**src/rtl/branch_resolver_pkg.sv**
```systemverilog
// branch_types_pkg: types shared by the branch resolver slice.
//   pred_rec_t : one in-flight BTB prediction {pc, phit, target}
//   res_t      : BTB write decided at resolution (none / install / invalidate)
//   br_state_t : resolver FSM state
//   verdict_t  : result of comparing a prediction with the EX outcome
//   judge()    : the prediction-vs-outcome decision table
package branch_types_pkg;

  // Word-address width the record type is built for (byte PC[31:2]).
  localparam int REC_WADDR = 30;

  typedef struct packed {
    logic [REC_WADDR-1:0] pc;
    logic                 phit;
    logic [REC_WADDR-1:0] target;
  } pred_rec_t;

  typedef enum logic [1:0] {
    RES_OK      = 2'd0,
    RES_INSTALL = 2'd1,
    RES_INVAL   = 2'd2
  } res_t;

  typedef enum logic {
    BR_RUN   = 1'b0,
    BR_FLUSH = 1'b1
  } br_state_t;

  typedef struct packed {
    logic miss;     // fetch went down the wrong path
    res_t res;      // BTB write to perform
    logic use_seq;  // redirect to pc+1 instead of the actual target
  } verdict_t;

  // A hit predicted "taken to target". Anything that was not a taken
  // branch under a hit falls through (invalidate, redirect pc+1); a taken
  // branch that was not predicted, or predicted to the wrong place,
  // installs the real target and redirects there.
  function automatic verdict_t judge(input logic phit, input logic is_br,
                                     input logic taken, input logic tgt_match);
    verdict_t v;
    v = '{miss: 1'b0, res: RES_OK, use_seq: 1'b0};
    if (phit) begin
      if (!is_br || !taken) begin
        v.miss    = 1'b1;
        v.res     = RES_INVAL;
        v.use_seq = 1'b1;
      end else if (!tgt_match) begin
        v.miss = 1'b1;
        v.res  = RES_INSTALL;
      end
    end else if (is_br && taken) begin
      v.miss = 1'b1;
      v.res  = RES_INSTALL;
    end
    return v;
  endfunction

endpackage

```
**src/rtl/branch_resolver_if.sv**
```systemverilog
// branch_resolver_if: fetch-side push, EX-side pop and all resolver outputs.
//   master : the pipeline (drives fetch_* and ex_*, observes results)
//   slave  : the resolver
// Handshake: there is no back-pressure. fetch_push and ex_valid are
// single-cycle qualifiers sampled on the rising clock edge; a push or pop
// the resolver cannot honour is dropped and reported through the sticky err.
// state_dbg exposes the resolver FSM state for observation.
interface branch_resolver_if
  import branch_types_pkg::*;
#(
  parameter int WADDR = REC_WADDR,
  parameter int CNTW  = 16
);
  logic             fetch_push;
  logic [WADDR-1:0] fetch_pc;
  logic             fetch_phit;
  logic [WADDR-1:0] fetch_target;
  logic             ex_valid;
  logic             ex_is_br;
  logic             ex_taken;
  logic [WADDR-1:0] ex_target;
  logic             upd_en;
  logic             upd_valid;
  logic [WADDR-1:0] upd_pc;
  logic [WADDR-1:0] upd_target;
  logic             flush;
  logic [WADDR-1:0] redirect_pc;
  logic             full;
  logic             empty;
  logic             err;
  logic [CNTW-1:0]  br_cnt;
  logic [CNTW-1:0]  miss_cnt;
  br_state_t        state_dbg;

  modport master (
    output fetch_push, fetch_pc, fetch_phit, fetch_target,
    output ex_valid, ex_is_br, ex_taken, ex_target,
    input  upd_en, upd_valid, upd_pc, upd_target, flush, redirect_pc,
    input  full, empty, err, br_cnt, miss_cnt, state_dbg
  );

  modport slave (
    input  fetch_push, fetch_pc, fetch_phit, fetch_target,
    input  ex_valid, ex_is_br, ex_taken, ex_target,
    output upd_en, upd_valid, upd_pc, upd_target, flush, redirect_pc,
    output full, empty, err, br_cnt, miss_cnt, state_dbg
  );
endinterface

```
**src/rtl/branch_resolver_pred_fifo.sv**
```systemverilog
// pred_fifo: in-order queue of DEPTH prediction records.
//   CLK, RST   : clock, asynchronous active-high reset
//   push, pop  : enqueue wr_data / dequeue head (caller guarantees legality)
//   clear      : drop all records; wins over push/pop
//   rd_data    : current head record
//   full/empty : occupancy after the most recent edge
// Pointers carry one extra wrap bit so equal indices can be told apart
// as empty (wrap bits equal) or full (wrap bits differ).
module pred_fifo
  import branch_types_pkg::*;
#(
  parameter int DEPTH = 4
) (
  input  logic      CLK,
  input  logic      RST,
  input  logic      push,
  input  logic      pop,
  input  logic      clear,
  input  pred_rec_t wr_data,
  output pred_rec_t rd_data,
  output logic      full,
  output logic      empty
);
  localparam int AW = $clog2(DEPTH);

  pred_rec_t     mem [DEPTH];
  logic [AW:0]   wr_ptr;
  logic [AW:0]   rd_ptr;

  always_ff @(posedge CLK or posedge RST) begin
    if (RST) begin
      wr_ptr <= '0;
      rd_ptr <= '0;
    end else if (clear) begin
      wr_ptr <= '0;
      rd_ptr <= '0;
    end else begin
      if (push) wr_ptr <= wr_ptr + (AW+1)'(1);
      if (pop)  rd_ptr <= rd_ptr + (AW+1)'(1);
    end
  end

  // Storage needs no reset: a slot is only read after it was written.
  always_ff @(posedge CLK) begin
    if (push && !clear) mem[wr_ptr[AW-1:0]] <= wr_data;
  end

  assign rd_data = mem[rd_ptr[AW-1:0]];
  assign empty   = (wr_ptr == rd_ptr);
  assign full    = (wr_ptr[AW] != rd_ptr[AW]) &&
                   (wr_ptr[AW-1:0] == rd_ptr[AW-1:0]);
endmodule

```
**src/rtl/branch_resolver.sv**
```systemverilog
// branch_resolver: matches each instruction leaving EX with the BTB
// prediction recorded when it was fetched, issues the BTB install /
// invalidate write, and on a misprediction flushes IF/ID for one cycle
// with the corrected fetch address.
//   CLK, RST : clock, asynchronous active-high reset
//   bus      : branch_resolver_if.slave (fetch push, EX pop, BTB update,
//              flush/redirect, queue status, sticky err, statistics)
// WADDR must equal branch_types_pkg::REC_WADDR (the record width).
module branch_resolver
  import branch_types_pkg::*;
#(
  parameter int DEPTH = 4,
  parameter int WADDR = REC_WADDR,
  parameter int CNTW  = 16
) (
  input  logic              CLK,
  input  logic              RST,
  branch_resolver_if.slave  bus
);
  br_state_t        state_q, state_d;
  pred_rec_t        head, wr_rec;
  logic             fifo_full, fifo_empty, fifo_clear;
  logic             in_run, pop_fire, push_fire, miss_now, err_set;
  verdict_t         v;
  logic [WADDR-1:0] seq_pc;

  logic             upd_en_q, upd_valid_q, err_q;
  logic [WADDR-1:0] upd_pc_q, upd_target_q, redirect_q;
  logic [CNTW-1:0]  br_cnt_q, miss_cnt_q;

  assign wr_rec = '{pc: bus.fetch_pc, phit: bus.fetch_phit,
                    target: bus.fetch_target};

  pred_fifo #(.DEPTH(DEPTH)) u_fifo (
    .CLK     (CLK),
    .RST     (RST),
    .push    (push_fire),
    .pop     (pop_fire),
    .clear   (fifo_clear),
    .wr_data (wr_rec),
    .rd_data (head),
    .full    (fifo_full),
    .empty   (fifo_empty)
  );

  // Resolution and queue control. Everything arriving during FLUSH is
  // wrong-path, and a push in the mispredicting cycle is wrong-path too.
  assign in_run     = (state_q == BR_RUN);
  assign pop_fire   = in_run && bus.ex_valid && !fifo_empty;
  assign v          = judge(head.phit, bus.ex_is_br, bus.ex_taken,
                            bus.ex_target == head.target);
  assign miss_now   = pop_fire && v.miss;
  // A pop in the same cycle frees the slot, so push-when-full is fine then.
  assign push_fire  = in_run && bus.fetch_push && !miss_now &&
                      (!fifo_full || pop_fire);
  assign fifo_clear = (state_q == BR_FLUSH);
  assign err_set    = in_run &&
                      ((bus.fetch_push && fifo_full && !pop_fire) ||
                       (bus.ex_valid && fifo_empty));
  assign seq_pc     = head.pc + WADDR'(1);

  // FSM: state register
  always_ff @(posedge CLK or posedge RST) begin
    if (RST) state_q <= BR_RUN;
    else     state_q <= state_d;
  end

  // FSM: next state
  always_comb begin
    state_d = state_q;
    case (state_q)
      BR_RUN:   if (miss_now) state_d = BR_FLUSH;
      BR_FLUSH: state_d = BR_RUN;
      default:  state_d = BR_RUN;
    endcase
  end

  // FSM: outputs
  always_comb begin
    bus.flush     = (state_q == BR_FLUSH);
    bus.state_dbg = state_q;
  end

  // BTB update, redirect, sticky error and statistics registers.
  always_ff @(posedge CLK or posedge RST) begin
    if (RST) begin
      upd_en_q     <= 1'b0;
      upd_valid_q  <= 1'b0;
      upd_pc_q     <= '0;
      upd_target_q <= '0;
      redirect_q   <= '0;
      err_q        <= 1'b0;
      br_cnt_q     <= '0;
      miss_cnt_q   <= '0;
    end else begin
      upd_en_q <= miss_now;
      if (miss_now) begin
        upd_valid_q  <= (v.res == RES_INSTALL);
        upd_pc_q     <= head.pc;
        upd_target_q <= bus.ex_target;
        redirect_q   <= v.use_seq ? seq_pc : bus.ex_target;
        if (miss_cnt_q != '1) miss_cnt_q <= miss_cnt_q + CNTW'(1);
      end
      if (pop_fire && bus.ex_is_br && br_cnt_q != '1)
        br_cnt_q <= br_cnt_q + CNTW'(1);
      if (err_set) err_q <= 1'b1;
    end
  end

  assign bus.upd_en      = upd_en_q;
  assign bus.upd_valid   = upd_valid_q;
  assign bus.upd_pc      = upd_pc_q;
  assign bus.upd_target  = upd_target_q;
  assign bus.redirect_pc = redirect_q;
  assign bus.full        = fifo_full;
  assign bus.empty       = fifo_empty;
  assign bus.err         = err_q;
  assign bus.br_cnt      = br_cnt_q;
  assign bus.miss_cnt    = miss_cnt_q;
endmodule
```
**src/flat_wrapper.sv**
```systemverilog
// flat-port wrapper written by rule: the top's interface ports become plain ports
module branch_resolver_flat import branch_types_pkg::*;
#(
  parameter int DEPTH = 4,
  parameter int WADDR = REC_WADDR,
  parameter int CNTW  = 16
)
  (CLK, RST, bus_fetch_push, bus_fetch_pc, bus_fetch_phit, bus_fetch_target, bus_ex_valid, bus_ex_is_br, bus_ex_taken, bus_ex_target, bus_upd_en, bus_upd_valid, bus_upd_pc, bus_upd_target, bus_flush, bus_redirect_pc, bus_full, bus_empty, bus_err, bus_br_cnt, bus_miss_cnt, bus_state_dbg);
  branch_resolver_if #(.WADDR(WADDR), .CNTW(CNTW)) bus_i ();
  input  logic CLK;
  input  logic RST;
  input wire logic [$bits(bus_i.fetch_push)-1:0] bus_fetch_push;
  input wire logic [$bits(bus_i.fetch_pc)-1:0] bus_fetch_pc;
  input wire logic [$bits(bus_i.fetch_phit)-1:0] bus_fetch_phit;
  input wire logic [$bits(bus_i.fetch_target)-1:0] bus_fetch_target;
  input wire logic [$bits(bus_i.ex_valid)-1:0] bus_ex_valid;
  input wire logic [$bits(bus_i.ex_is_br)-1:0] bus_ex_is_br;
  input wire logic [$bits(bus_i.ex_taken)-1:0] bus_ex_taken;
  input wire logic [$bits(bus_i.ex_target)-1:0] bus_ex_target;
  output wire logic [$bits(bus_i.upd_en)-1:0] bus_upd_en;
  output wire logic [$bits(bus_i.upd_valid)-1:0] bus_upd_valid;
  output wire logic [$bits(bus_i.upd_pc)-1:0] bus_upd_pc;
  output wire logic [$bits(bus_i.upd_target)-1:0] bus_upd_target;
  output wire logic [$bits(bus_i.flush)-1:0] bus_flush;
  output wire logic [$bits(bus_i.redirect_pc)-1:0] bus_redirect_pc;
  output wire logic [$bits(bus_i.full)-1:0] bus_full;
  output wire logic [$bits(bus_i.empty)-1:0] bus_empty;
  output wire logic [$bits(bus_i.err)-1:0] bus_err;
  output wire logic [$bits(bus_i.br_cnt)-1:0] bus_br_cnt;
  output wire logic [$bits(bus_i.miss_cnt)-1:0] bus_miss_cnt;
  output wire logic [$bits(bus_i.state_dbg)-1:0] bus_state_dbg;
  assign bus_i.fetch_push = bus_fetch_push;
  assign bus_i.fetch_pc = bus_fetch_pc;
  assign bus_i.fetch_phit = bus_fetch_phit;
  assign bus_i.fetch_target = bus_fetch_target;
  assign bus_i.ex_valid = bus_ex_valid;
  assign bus_i.ex_is_br = bus_ex_is_br;
  assign bus_i.ex_taken = bus_ex_taken;
  assign bus_i.ex_target = bus_ex_target;
  assign bus_upd_en = bus_i.upd_en;
  assign bus_upd_valid = bus_i.upd_valid;
  assign bus_upd_pc = bus_i.upd_pc;
  assign bus_upd_target = bus_i.upd_target;
  assign bus_flush = bus_i.flush;
  assign bus_redirect_pc = bus_i.redirect_pc;
  assign bus_full = bus_i.full;
  assign bus_empty = bus_i.empty;
  assign bus_err = bus_i.err;
  assign bus_br_cnt = bus_i.br_cnt;
  assign bus_miss_cnt = bus_i.miss_cnt;
  assign bus_state_dbg = bus_i.state_dbg;
  branch_resolver #(.DEPTH(DEPTH), .WADDR(WADDR), .CNTW(CNTW)) u_core (.CLK(CLK), .RST(RST), .bus(bus_i));
endmodule
```
**config.mk**
```make
export PLATFORM = sky130hd
export DESIGN_NAME = branch_resolver_flat
export DESIGN_NICKNAME = d
export VERILOG_FILES = /design/src/rtl/branch_resolver_pkg.sv /design/src/rtl/branch_resolver_if.sv /design/src/rtl/branch_resolver_pred_fifo.sv /design/src/rtl/branch_resolver.sv /design/src/flat_wrapper.sv
export SDC_FILE = /design/constraint.sdc
export NUM_CORES = 1
export LEC_CHECK = 0
export CAP_MARGIN = 0
export CORE_ASPECT_RATIO = 0.75
export CORE_UTILIZATION = 40
export DETAILED_ROUTE_END_ITERATION = 8
export GPL_TIMING_DRIVEN = 0
export SLEW_MARGIN = 15
export SYNTH_ARGS = -nofsm -noshare
export SYNTH_HDL_FRONTEND = slang
export SYNTH_SLANG_ARGS = --single-unit
```
**constraint.sdc**
```tcl
create_clock -name CLK -period 11.5 [get_ports CLK]
set_input_delay 3.45 -clock CLK [delete_from_list [all_inputs] [get_ports CLK]]
set_output_delay 3.45 -clock CLK [all_outputs]
set_load 0.02 [all_outputs]
```
# ---- Word level (Yosys, flattened, before mapping)
# Memories as Yosys holds them, arrays and structs flattened.
# Cells that the tools add are included.
dict set report word_totals {
  reg_bits 132
  ramBits 244
  in_bits 97
  out_inout_bits 129
  wordCells 68
  mem_count 1
}
# name depth word_bits rd rd_ports_with_merged_regs wr line
set memory_table {}
lappend memory_table {u_core.u_fifo.mem 4 61 1 0 1 branch_resolver_pred_fifo.sv:26} ;# pred_rec_t mem [DEPTH];
dict set report op_classes {
  add_sub_neg 5
  n_eq_ne 7
  n_mux 15
  bitwise_logic 1
  reduce_logical 28
}
# op count
set ops {}
lappend ops {{$add A16 B1 Y16 const B} 2}
lappend ops {{$ne A16 B16 Y1 const B} 2}
lappend ops {{$add A30 B1 Y30 const B} 1}
lappend ops {{$eq A30 B30 Y1} 1}
lappend ops {{$mux W30} 1}
lappend ops {{$mux W3} 8}
lappend ops {{$logic_and A1 B1 Y1} 15}
lappend ops {{$logic_not A1 Y1} 7}
lappend ops {{$add A3 B1 Y3 const B} 2}
lappend ops {{$mux W1} 5}
lappend ops {{$reduce_bool A2 Y1} 2}
lappend ops {{$eq A3 B3 Y1} 1}
lappend ops {{$logic_or A1 B1 Y1} 3}
lappend ops {{$eq A2 B1 Y1 const B} 1}
lappend ops {{$eq A2 B2 Y1} 1}
lappend ops {{$pmux W1 S2} 1}
lappend ops {{$reduce_and A2 Y1} 1}
lappend ops {{$ne A1 B1 Y1} 1}
lappend ops {{$not A1 Y1} 1}

# ---- Longest topological paths before layout
# Gate-level depths: netlist of the first run.
# An unclocked memory read counts as a cell.
dict set report depth {
  ltp_word 12
  depth_mapped 16
  ltp_nobuf 9
}

# ---- Hierarchy
# A second synthesis of the first run with hierarchy kept.
dict set report hier_totals {
  cells_unflattened 898
  hier_area_um2 15620.0
}
# mod instances cells_each area_per_inst_um2 seq_area_each_um2
set modules_own_cells {}
lappend modules_own_cells {pred_fifo 1 357 9270.1 7477.2}
lappend modules_own_cells {branch_resolver 1 541 6349.8 3153.0}

# ---- Least setup slack after synthesis of the first run
# No wires, ideal clock.
dict set report synth_timing {
  path_kind {input to register}
  start {in bus_ex_target[20]}
  end {mem u_core.u_fifo.mem[3][0] (netlist bit), enable pin}
  setup_time_ns 0.480
  t_arrival_ns 7.832
  t_required_ns 11.020
  path_slack_ns 3.188
  stages 11
  path_buffers 3
  path_cell_list {or2_2 > o32a_1 > o211ai_1 > or4_1 > or4_4 > o21ai_2 > buf_4 > inv_2 > buf_2 > buf_2 > nor2_1}
}
dict set report synth_via {
  elab_chain_len 11
}
# element line
set synth_lines {}
lappend synth_lines {{start: declaration} flat_wrapper.sv:19} ;# input wire logic [$bits(bus_i.ex_target)-1:0] bus_ex_target;
lappend synth_lines {{$eq A30 B30 Y1} branch_resolver.sv:51} ;# bus.ex_target == head.target);
lappend synth_lines {{$mux W3} branch_resolver_pkg.sv:48} ;# end else if (!tgt_match) begin
lappend synth_lines {{$mux W3} branch_resolver_pkg.sv:44} ;# if (!is_br || !taken) begin
lappend synth_lines {{$mux W3} branch_resolver_pkg.sv:43} ;# if (phit) begin
lappend synth_lines {{$logic_and A1 B1 Y1} branch_resolver.sv:52} ;# assign miss_now = pop_fire && v.miss;
lappend synth_lines {{via u_core.miss_now} branch_resolver.sv:23} ;# logic in_run, pop_fire, push_fire, miss_now, err_set;
lappend synth_lines {{$logic_not A1 Y1} branch_resolver.sv:54} ;# assign push_fire = in_run && bus.fetch_push && !miss_now &&
lappend synth_lines {{$logic_and A1 B1 Y1 (2 in series)} branch_resolver.sv:54}
lappend synth_lines {{$logic_and A1 B1 Y1} branch_resolver_pred_fifo.sv:45} ;# if (push && !clear) mem[wr_ptr[AW-1:0]] <= wr_data;
lappend synth_lines {{$mux W1} branch_resolver_pred_fifo.sv:45}
lappend synth_lines {{$mux W1 (not written as such)} branch_resolver_pred_fifo.sv:45}
lappend synth_lines {{end: declaration} branch_resolver_pred_fifo.sv:26}
# The timed path passes the listed nets, and every way through them passes these cells.

# ---- Worst setup path in the final report of the first run
dict set report layout_timing {
  start {in bus_ex_target[20]}
  end {mem u_core.u_fifo.mem[3][16] (netlist bit), enable pin}
}
# Same word-level chain as after synthesis.

==> flow_summary.ini, run 1 <==
[hold_path]
min_from = u_core.bus.upd_pc[10]$_DFFE_PP0P_
hp-class = flop to flop
holdPathStages = 2

[finish]
drive_gt1_share_pct = 11.8
syn_to_final_growth_pct = 27.9
fin_area_sq_mm = 0.0198
final_common_cell = edfxtp_1
antennaDiodeCount = 0
final_cell_mix = edfxtp_1, nand2_1, clkdlybuf4s50_1
final_nets = 1452
instances_no_fill = 1881
fill_cells = 3242

[cts]
numCtsBuffers = 39
clk_latency_ns = 0.54
clk_path_buf_depth = 3
cts_tree = built
ctsResizeCount = 0
path_clk_slew_ns = 0.06
h-tree-depth = 2
cts_setup_buffers = 0
cts_root_buffer = clkbuf_16
cts.sinks = 376
cts-hold-fix-buffers = 0

[global_route]
first_global_vias = 9704
grt_usage_pct = 21.7
grt_max_degree = 97
grt_pass1_wl_um = 62900
grt_overflow = 0
antenna_found_initial = 2

[detailed_routing]
dr.first_iter.drc_count = 820
vias_per_cell = 5.24
wire_per_inst_um = 22.5
vias = 9858
wl_um = 42400
drc = 0
detail-route-antenna-nets = 0
first_pass_iters = 5

[timing]
grt_setup_unrepaired = false
fin_crit_sh_pct = 60.8
setup_viol = 0
slew_viol_final = 0
fin_worst_skew_ns = 0.0144
hold_viol_final = 0
max_slew_margin_pct = 26.7
fmax_mhz = 143
period_needed_ns = 6.99
worstMarginPinSlew_ns = 1.09
tns_ns = 0
holdWs_ns = 0.472

[critical_path]
setup.worst_path.end_class = flop
slowest_delay_ns = 0.67
r2r_cells = 16
critPathSlowestCell = clkdlybuf4s50_1
path_depth = 14
path_max_fanout = 22
crit_family = buffers and inverters
r2r-start = u_core.u_fifo.rd_ptr[1]$_DFFE_PP0P_
critPathLaunch = bus_ex_target[20]
crit_buf_inv = 7
arrival_ns = 7.23
critPathRequiredTime_ns = 11.74
cp-start-kind = primary input
cp_cell_sequence = clkdlybuf4s50_1 -> or2_2 -> o32a_1 -> o211ai_1 -> or4_1 -> or4_4 -> o21ai_2 -> buf_4 -> inv_2 -> buf_2 -> buf_2 -> nor2_4 -> buf_16 -> buf_12
critical_path_class = primary input to flop
path_common_cell = buf_2

[logic_synthesis]
synth_top_flop_cell = edfxtp_1
yosysWarnings = 0
synth_edf_count = 244
ys_async_sr_fraction_pct = 35.1
avgSynthCellArea_sq_um = 14.4
synthCells = 1074
yosysSeqAreaShare_pct = 68.8
synth_cell_types = 53
synth_area_sq_mm = 0.0155
synthesis.nets = 1179
synth-seq-cells = 376

[floorplanning]
top_level_ports = 226
die_w_um = 229
core_area_sq_mm = 0.0376
start_util_pct = 41.2
dieArea_sq_mm = 0.0394
die_y_um = 172
num_rows = 61

[pwr]
fin_total_pwr_mw = 5.28
leakage_nw = 7.40
ir_worst_vdd_v = 0.000106
p_per_area_mw_per_mm2 = 267

[place]
dpl_cell_area_sq_mm = 0.0185
hpwl_um = 30500
place_inst = 1810
io_buffers = 225
place.gp.congestion = 0.866

[run_status]
status = finished, final reports clean

[flow_run]
drv_cap = 0
-- worst register-to-register path, delay by kind of cell (launching register included) --
family	cells	cell delay, ns
AND/OR/NAND/NOR	3	0.76
flip-flops	1	0.42
multiplexers	1	0.34
XOR/XNOR	1	0.22
AO/OA/AOI/OAI	2	0.90
buffers and inverters	9	2.00
-- path summary, 6_finish.rpt --
| kind | slack, ns | end |
|---|---|---|
| max | 4.51 | u_core.u_fifo.mem[3][16]$_DFFE_PP_ |
| min | 0.47 | u_core.bus.upd_pc[10]$_DFFE_PP0P_ |
| max reg2reg | 6.55 | u_core.u_fifo.mem[3][16]$_DFFE_PP_ |
| min reg2reg | 0.47 | u_core.bus.upd_pc[10]$_DFFE_PP0P_ |
| max in group asynchronous | 7.40 | u_core.bus.upd_target[19]$_DFFE_PP0P_ |
| min in group asynchronous | 3.29 | u_core.bus.upd_pc[10]$_DFFE_PP0P_ |
-- routing by layer --
layer,vias to the layer above,track usage (%),part of all wire [%]
met4,4,6.38,2.5
met5,-,0,0.073
met3,69,3.51,5.8
met1,5023,31.5,45
li1,4448,-,-
met2,314,33.9,46
-- registers in the layout (all words and copies together), names as in the netlist --
signal	flops
u_core.u_fifo.rd_ptr	3
u_core.bus.upd_valid	1
u_core.bus.redirect_pc	30
u_core.bus.err	1
u_core.bus.flush	1
u_core.bus.miss_cnt	16
u_core.u_fifo.mem	244
u_core.u_fifo.wr_ptr	3
u_core.bus.upd_target	30
u_core.bus.upd_pc	30
u_core.bus.br_cnt	16
u_core.bus.upd_en	1
-- metrics by stage --
stage / setup WS (ns) / utilization, %
after floorplan: 3.19 / -
after global placement: -0.324 / 48.8
after detailed placement: 3.96 / 49.4
after CTS: 4.51 / 52.6
after global routing: 4.41 / 52.6
final: 4.51 / 52.6
-- logic make-up (layout without fill, tap and decap cells) --
logic type      Yosys count  in the layout  synth area share (%)
fa+ha+maj                 8              8                 0.648
flops                   376            376                  68.8
mux                      84             84                  9.82
simple gates            376            376                  10.6
xor+xnor                 85             85                  4.82
buf+inv                  60            363                  2.05
compound gates           85             85                  3.27
-- power by group --
group	leakage (nW)	switching (mW)	internal, mW
combinational	2.91	1.20	0.869
sequential	3.89	0.161	1.81
clock	0.603	0.512	0.724
total	7.40	1.87	3.41
-- area by class of cell --
| class | instances | area [sq um] | share of cell area, % |
|---|---|---|---|
| multi-input cells | 638 | 4530 | 22.9 |
| flip-flops and latches | 376 | 10600 | 53.8 |
| well taps | 504 | 631 | 3.19 |
| clock buffers | 53 | 1080 | 5.47 |
| inverters | 12 | 52.6 | 0.266 |
| clock inverters | 18 | 153 | 0.772 |
| plain buffers | 48 | 272 | 1.37 |
| repair buffers | 232 | 2410 | 12.2 |
-- cells in the mapped netlist (2+ instances only) --
library cell | n | share of area (%)
a21oi_1 | 24 | 0.78
a221oi_1 | 3 | 0.17
and2_1 | 9 | 0.36
and3_1 | 12 | 0.49
and4_1 | 5 | 0.28
buf_2 | 22 | 0.71
buf_4 | 9 | 0.44
buf_6 | 4 | 0.29
clkbuf_1 | 13 | 0.32
dfrtp_1 | 132 | 21
edfxtp_1 | 244 | 47
ha_1 | 8 | 0.65
inv_1 | 11 | 0.27
mux2_1 | 3 | 0.22
mux2_2 | 8 | 0.58
mux2i_1 | 20 | 1.3
mux4_2 | 53 | 7.7
nand2_1 | 237 | 5.8
nand2b_1 | 5 | 0.20
nand3_1 | 22 | 0.71
nand4_1 | 18 | 0.73
nor2_1 | 43 | 1.0
nor2b_1 | 3 | 0.12
nor3_1 | 6 | 0.19
nor4_1 | 7 | 0.28
o21ai_0 | 35 | 1.1
o21bai_1 | 2 | 0.097
o22ai_1 | 6 | 0.24
o2bb2ai_1 | 2 | 0.11
or3_1 | 2 | 0.081
xnor2_1 | 57 | 3.2
xor2_1 | 28 | 1.6
Note: power is estimated with default switching activity, not from simulation.
==> inputs of run 2 (changes only) <==
- clock period: 11.5 -> 6.9 ns (I/O delays scaled with it)
==> flow_summary.ini, run 2 (synthesis gave the netlist of run 1 again) <==
[floorplanning]
dieArea_sq_mm = 0.0394
top_level_ports = 226
core_area_sq_mm = 0.0376
die_w_um = 229
die_y_um = 172
num_rows = 61
start_util_pct = 41.2

[pwr]
switching_share_pct = 35.4
switchingPower_mw = 3.10
p_per_area_mw_per_mm2 = 444
ir_worst_vdd_v = 0.000162
combPwrFrac_pct = 39.2
leakage_nw = 7.41
fin_total_pwr_mw = 8.77
clockPowerShare_pct = 23.3
internal-power_mw = 5.67
power_frac_seq_pct = 37.5

[global_route]
antenna_found_initial = 3
first_global_vias = 9719
grt_overflow = 0
grt_pass1_wl_um = 61900
grt_usage_pct = 21.3
grt_max_degree = 99

[hold_path]
hp-class = flop to flop
holdPathStages = 2
min_from = u_core.bus.upd_pc[14]$_DFFE_PP0P_
min_to = u_core.bus.upd_pc[14]$_DFFE_PP0P_

[detailed_routing]
first_pass_iters = 5
drc = 0
vias = 9890
dr.first_iter.drc_count = 696
vias_per_cell = 5.26
wl_um = 41700
wire_per_inst_um = 22.2
detail-route-antenna-nets = 0

[finish]
syn_to_final_growth_pct = 27.8
final_common_cell = edfxtp_1
final_cell_mix = edfxtp_1, nand2_1, clkdlybuf4s50_1
final_nets = 1451
instances_no_fill = 1880
largest_register_ffs = 244
final_util_pct = 52.6
fill_cells = 3207
drive_gt1_share_pct = 12.3

[cts]
h-tree-depth = 2
cts.sinks = 376
clk_latency_ns = 0.53
clk_path_buf_depth = 3
cts_setup_buffers = 0
cts_root_buffer = clkbuf_16
numCtsBuffers = 38
cts-hold-fix-buffers = 0
ctsResizeCount = 0
cts_tree = built
path_clk_slew_ns = 0.06

[place]
place_ws_ns = 0.690
io_buffers = 225
hpwl_um = 30200
place_inst = 1810
place.gp.congestion = 0.854

[critical_path]
path_max_fanout = 21
critical_path_class = primary input to flop
rr_endpoint = u_core.u_fifo.mem[3][21]$_DFFE_PP_
r2r-start = u_core.u_fifo.rd_ptr[1]$_DFFE_PP0P_
critPathRequiredTime_ns = 7.13
cp-start-kind = primary input
r2r_slack_ns = 2.15
setup.worst_path.end_class = flop
r2r_cells = 16
arrival_ns = 5.91

[timing]
setup_ws_ns = 1.23
fin_worst_skew_ns = 0.0214
fmax_mhz = 176
slew_viol_final = 0
fin_crit_sh_pct = 82.2
worstMarginPinSlew_ns = 1.13
hold_viol_final = 0
setup_viol = 0
grt_setup_unrepaired = false
period_needed_ns = 5.67
max_slew_margin_pct = 24.1
holdWs_ns = 0.474

[flow_run]
drv_cap = 0

[run_status]
status = finished, final reports clean
[run 2: cell types whose count changed in the layout (fill, tap and decap cells not counted)]
| cell | change |
|---|---|
| clkbuf_1 | -2 |
| clkbuf_8 | +3 |
| clkinv_2 | +4 |
| inv_6 | +1 |
| clkbuf_16 | -2 |
| clkinv_1 | -6 |
| diode_2 | +1 |
[run 2: cell type report]
| class | count | area [sq um] | share of cell area, % |
|---|---|---|---|
| sequential | 376 | 10600 | 53.8 |
| multi-input combinational | 638 | 4530 | 22.9 |
| inverter | 12 | 52.6 | 0.266 |
| tap | 504 | 631 | 3.19 |
| buffer | 48 | 272 | 1.37 |
| antenna | 1 | 2.50 | 0.0127 |
| clock buffer | 52 | 1060 | 5.39 |
| clock inverter | 17 | 159 | 0.804 |
| timing repair buffer | 232 | 2410 | 12.2 |
[run 2: metal layers]
layer	part of all wire, %	wire length [um]	up-vias	GRT usage (%)
met5	0.065	27	-	0
met4	1.7	711	4	5.10
met3	6.2	2600	57	4.42
met2	46	19100	313	33.2
met1	46	19200	5063	30.8
li1	-	-	4453	-
[run 2: per-stage QoR]
step	setup TNS, ns	cell area [sq um]
final	0	19800
after global routing	0	19800
after CTS	0	19800
after detailed placement	0	18500
after global placement	-423.00	18300
after floorplan	0	15500
[run 2: power groups by stage]
stage | clock network (mW) | logic, mW | registers [mW]
5_1_grt | 2.16 | 3.72 | 3.35
6_report | 2.04 | 3.44 | 3.29
3_5_place_dp | 0 | 3.46 | 3.34
4_1_cts | 2.08 | 3.47 | 3.30
3_3_place_gp | 0 | 3.38 | 3.36
2_1_floorplan | 0 | 1.70 | 3.64
[run 2: how the worst max path moves through the flow]
stage,from,end,cells past startpoint
2_1_floorplan,bus_ex_target[20],u_core.u_fifo.mem[3][0]$_DFFE_PP_,11
6_report,bus_ex_target[20],u_core.u_fifo.mem[3][21]$_DFFE_PP_,14
3_3_place_gp,bus_ex_target[20],u_core.u_fifo.mem[3][21]$_DFFE_PP_,12
4_1_cts,bus_ex_target[20],u_core.u_fifo.mem[3][21]$_DFFE_PP_,14
5_1_grt,bus_ex_target[20],u_core.u_fifo.mem[3][21]$_DFFE_PP_,14
3_5_place_dp,bus_ex_target[20],u_core.u_fifo.mem[3][21]$_DFFE_PP_,14
[run 2: critical path: stages]
cell	delay, ns
clkdlybuf4s50_1	0.68
or2_2	0.18
o32a_1	0.12
o211ai_1	0.09
or4_1	0.53
or4_4	0.48
o21ai_2	0.17
buf_4	0.20
inv_2	0.08
buf_2	0.24
buf_2	0.28
nor2_4	0.34
buf_16	0.21
buf_12	0.19
